`src/rtl/bus_bridge_master_ctrl.sv`:
```
// bus_bridge_master_ctrl: queues UART command frames and replays them on the local bus, returning read data over UART TX
module bus_bridge_master_ctrl #(
    parameter int DATA_WIDTH = 8,
    parameter int ADDR_WIDTH = 12,
    parameter int FIFO_DEPTH = 4,
    parameter int RD_TIMEOUT = 1023
) (
    input  logic                             clk,
    input  logic                             rstn,
    input  logic                             u_rx_ready,
    input  logic [DATA_WIDTH+ADDR_WIDTH:0]   u_rx_data,
    input  logic                             u_tx_busy,
    output logic [DATA_WIDTH-1:0]            u_tx_data,
    output logic                             u_tx_en,
    output logic                             dvalid,
    output logic                             dmode,
    output logic [ADDR_WIDTH-1:0]            daddr,
    output logic [DATA_WIDTH-1:0]            dwdata,
    input  logic                             dready,
    input  logic [DATA_WIDTH-1:0]            drdata,
    input  logic                             drvalid,
    output logic                             fifo_full,
    output logic [7:0]                       drop_cnt,
    output logic                             rd_timeout
);
    localparam int FW = DATA_WIDTH + ADDR_WIDTH + 1;
    localparam int PW = $clog2(FIFO_DEPTH);
    localparam int TW = $clog2(RD_TIMEOUT + 1);
    localparam logic [PW:0] FULL_CNT = FIFO_DEPTH[PW:0];
    localparam logic [TW-1:0] TO_LAST = TW'(RD_TIMEOUT - 1);

    typedef enum logic [2:0] {IDLE, REQ, WAIT_RD, TX_WAIT, TX_GAP, TX_DONE} state_t;

    state_t          state, state_nx;
    logic            rx_q;
    logic [FW-1:0]   mem [FIFO_DEPTH];
    logic [PW-1:0]   wr_ptr, rd_ptr;
    logic [PW:0]     count, count_nx;
    logic [TW-1:0]   timer;
    logic            push, pop, accept, timeout_hit;

    assign push        = u_rx_ready && !rx_q;
    assign pop         = (state == REQ) && dvalid && dready;
    assign accept      = push && ((count < FULL_CNT) || pop);
    assign count_nx    = count + {{PW{1'b0}}, accept} - {{PW{1'b0}}, pop};
    assign timeout_hit = timer == TO_LAST;

    // Command storage; a full FIFO may be overwritten at the slot being popped because the head was already latched onto the bus
    always_ff @(posedge clk) begin
        if (accept) mem[wr_ptr] <= u_rx_data;
    end

    // Edge detection, FIFO pointers/occupancy and drop accounting
    always_ff @(posedge clk) begin
        if (!rstn) begin
            rx_q      <= 1'b0;
            wr_ptr    <= '0;
            rd_ptr    <= '0;
            count     <= '0;
            fifo_full <= 1'b0;
            drop_cnt  <= '0;
        end else begin
            rx_q      <= u_rx_ready;
            wr_ptr    <= accept ? wr_ptr + 1'b1 : wr_ptr;
            rd_ptr    <= pop ? rd_ptr + 1'b1 : rd_ptr;
            count     <= count_nx;
            fifo_full <= count_nx == FULL_CNT;
            drop_cnt  <= (push && !accept && drop_cnt != 8'hFF) ? drop_cnt + 8'd1 : drop_cnt;
        end
    end

    // FSM state register
    always_ff @(posedge clk) begin
        if (!rstn) state <= IDLE;
        else       state <= state_nx;
    end

    // FSM next-state: one command in flight at a time
    always_comb begin
        state_nx = state;
        case (state)
            IDLE:    state_nx = (count != '0) ? REQ : IDLE;
            REQ:     state_nx = pop ? (dmode ? IDLE : WAIT_RD) : REQ;
            WAIT_RD: state_nx = (drvalid || timeout_hit) ? TX_WAIT : WAIT_RD;
            TX_WAIT: state_nx = u_tx_busy ? TX_WAIT : TX_GAP;
            TX_GAP:  state_nx = TX_DONE;
            TX_DONE: state_nx = u_tx_busy ? TX_DONE : IDLE;
            default: state_nx = IDLE;
        endcase
    end

    // Registered bus request, read timer, read-data capture and strobes
    always_ff @(posedge clk) begin
        if (!rstn) begin
            dvalid     <= 1'b0;
            dmode      <= 1'b0;
            daddr      <= '0;
            dwdata     <= '0;
            u_tx_data  <= '0;
            u_tx_en    <= 1'b0;
            rd_timeout <= 1'b0;
            timer      <= '0;
        end else begin
            u_tx_en    <= (state == TX_WAIT) && !u_tx_busy;
            rd_timeout <= (state == WAIT_RD) && !drvalid && timeout_hit;
            timer      <= (state == WAIT_RD) ? timer + 1'b1 : '0;
            if (state == IDLE && count != '0) begin
                dvalid                  <= 1'b1;
                {dmode, dwdata, daddr}  <= mem[rd_ptr];
            end else if (pop) begin
                dvalid <= 1'b0;
            end
            if (state == WAIT_RD && drvalid)
                u_tx_data <= drdata;
            else if (state == WAIT_RD && timeout_hit)
                u_tx_data <= '1;
        end
    end
endmodule
```
`config.mk`:
```
export PLATFORM = sky130hd
export DESIGN_NAME = bus_bridge_master_ctrl
export DESIGN_NICKNAME = d
export VERILOG_FILES = /design/src/rtl/bus_bridge_master_ctrl.sv
export SDC_FILE = /design/constraint.sdc
export NUM_CORES = 1
export LEC_CHECK = 0
export BUFFER_PORTS_ARGS = -buffer_cell sky130_fd_sc_hd__buf_4
export CORE_MARGIN = 1
export CORE_UTILIZATION = 32
export CTS_CLUSTER_SIZE = 10
export DETAILED_ROUTE_END_ITERATION = 7
export HOLD_SLACK_MARGIN = 0.15
export PLACE_DENSITY = 0.55
export SYNTH_ARGS = -nofsm -noshare
export SYNTH_HDL_FRONTEND = slang
export SYNTH_SLANG_ARGS = --single-unit
```
`constraint.sdc`:
```
create_clock -name clk -period 3.7 [get_ports clk]
set_input_delay 0.74 -clock clk [delete_from_list [all_inputs] [get_ports clk]]
set_output_delay 0.74 -clock clk [all_outputs]
set_load 0.01 [all_outputs]
```
==> flow_metrics.tcl <==
set metrics [dict create \
    synth_top_family_by_area "simple AND/OR/NAND/NOR gates" \
    async_reset_ff_share_pct 0 \
    r2r_setup_slack_ns 0.82 \
    insertion_delay_ns 0.42 \
    die_x_um 134 \
    finalSetupTns_ns 0 \
    utilization_pct 41.4 \
    maxSlewHeadroom_pct 28.2 \
    drive_gt1_share_pct 29.7 \
    synth-edff-count 84 \
    critPathSlowestCell "nor4bb_2" \
    power.density_nw_per_um2 639 \
    initial_core_util_pct 33.1 \
    yosysTopAreaCell "edfxtp_1" \
    synth-compound-area-share_pct 6.26 \
    synth_simple_gate_area_share_pct 10.5 \
    placed_area_sq_um 6410 \
    synth_most_common_cell "edfxtp_1" \
    globalplace.congestion 0.750 \
    total_power_mw 4.46 \
    cts_tree "yes" \
    dpl.hpwl_um 7200 \
    routedWlPerCell_um 15.9 \
    yosys-mux-area-fraction_pct 9.38 \
    cp_max_fo 8 \
    maxCapViolations 0 \
    wl_um 11300 \
    synth.distinct_cells 43 \
    syn_nets 441 \
    ios 76 \
    fin_crit_ns 2.88 \
    path_cells "nor4bb_2, nand2_1, a21oi_2, inv_1, ha_1, inv_1, ha_1, fa_1, xnor2_1, xnor2_1, and2_1, nor3b_1" \
    clkTransAtPathRegs_ns 0.06 \
    synth.area.top_cells "edfxtp_1 45%, dfxtp_1 22%, mux4_2 8.5%, nand2_1 4.1%, a21oi_1 2.4%" \
    critical_path.max_stage_delay_ns 0.42 \
    p_leak_nw 2.50 \
    synthFlopType "edfxtp_1" \
    cts_max_level 4 \
    grt.total_usage_pct 13.7 \
    holdWs_ns 0.456 \
    timing.final.ws_setup_ns 0.821 \
    antenna_found_initial 0 \
    period_share_pct 77.8 \
    cts_resized 0 \
    synth_top_area_share_pct 45.3 \
    grt_pass1_vias 3503 \
    crit_family "simple AND/OR/NAND/NOR gates" \
    vias 3423 \
    clockBufferDepth 2 \
    ys_seq_area_share_pct 67.5 \
    die_area_sq_um 17900 \
    core-area_sq_um 16800 \
    synth.cell_area_sq_um 5570 \
    cts_buffers 17 \
    hold_violations 0 \
    synthAdderAreaFrac_pct 2.38 \
    final_area_sq_um 6970 \
    ys_seq_elements 146 \
    io_buffers 75 \
    fmax_mhz 347 \
    pre_cts_slack_ns 0.417 \
    drt_iter0_markers 233 \
    synth_cells 396 \
    cts_sinks 146 \
    die_y_um 134 \
    vdd_drop_max_uv 373 \
    cts_hold_buf 0 \
    diodes 0 \
    crit_type "register to register" \
    status "finished, final reports clean" \
    start_kind "register" \
    synthXorXnorAreaFrac_pct 1.89 \
    synthToLayoutAreaGrowth_pct 25.1 \
    avgViaCountPerCell 4.81 \
    crit_buf_inv 2 \
    synth_area_per_cell_sq_um 14.1 \
    clock_skew_ns 0.00735 \
    drc 0 \
    end_kind "register" \
    grt_max_degree 29 \
    cts_setup_buffers 0 \
    ant_nets 0 \
    yosys_warnings 0 \
    firstDrtPassIters 4 \
    finalNonFillerCells 712 \
    cts_root_buffer "clkbuf_16" \
    cp.required_ns 4.03 \
    fp-row-count 47 \
    rsz0062_at_grt "no" \
    placed_cells 681 \
    maxSlewViolCount 0 \
    hold_path_class "register to register" \
    grt_pass1_wl_um 18400 \
    synth_commonest_cells "84 x edfxtp_1, 62 x dfxtp_1, 61 x nand2_1" \
    worst_pin_slew_ns 1.08 \
    setup-violations-final 0 \
    fin_nets 525 \
    arrival_ns 3.21 \
    grt_overflow_total 0 \
]
-- cells in the final DEF, fill, tap and decap left out, types with 8 or more instances in the layout --
cell	Yosys	routed
clkbuf_16	0	17
nand2_1	61	61
nand3_1	9	9
nor2_1	17	17
and2_1	8	8
ha_1	9	9
a21oi_1	27	27
o221a_2	8	8
xor2_1	9	9
inv_1	10	10
mux4_2	21	21
dfxtp_1	62	61
buf_4	0	83
edfxtp_1	84	84
-- cell families after synthesis --
family	Yosys count
compound gates	51
xor+xnor	12
fa+ha+maj	10
buf+inv	28
flops	146
mux	26
simple gates	123
-- worst min-delay path, stage by stage, from the launching register on --
cell,delay [ns]
dfxtp_1,0.31
nand2_1,0.05
a21oi_1,0.05
-- area by class of cell --
cell class,instances,area [sq um]
fill,1589,9850
sequential,146,3760
multi-input combinational,222,1710
timing repair buffer,83,623
clock buffer,21,450
tap,220,275
clock inverter,10,111
inverter,10,37.5
-- final timing paths --
check | cells past startpoint | startpoint | endpoint
worst min register to register | 2 | daddr[3] | daddr[3]
worst max-delay path | 12 | state[2] | fifo_full
worst max register to register | 12 | state[2] | fifo_full
worst min-delay path | 2 | daddr[3] | daddr[3]
-- registers in the layout, indices dropped and copies added, names as in the netlist --
register    flops
timer          10
dwdata          8
fifo_full       1
daddr          12
rd_ptr          2
dmode           1
u_tx_data       8
rx_q            1
drop_cnt        8
wr_ptr          2
dvalid          1
mem            84
u_tx_en         1
rd_timeout      1
state           3
count           3
-- power breakdown --
group	total, mW	switching [mW]	leakage, nW	internal [mW]
clock	1.64	0.635	0.271	1.00
combinational	0.782	0.427	0.962	0.354
sequential	2.04	0.118	1.27	1.92
-- per-layer routing --
layer	global-route usage [%]	wire length (um)	part of all wire (%)	vias to the layer above
li1	-	-	-	1634
met1	17.3	5190	46	1693
met2	22.0	5390	48	87
met3	4.57	624	5.5	9
met4	4.36	110	0.97	0
met5	0	0	0	-
No activity file was read; power rests on OpenSTA's default activity.
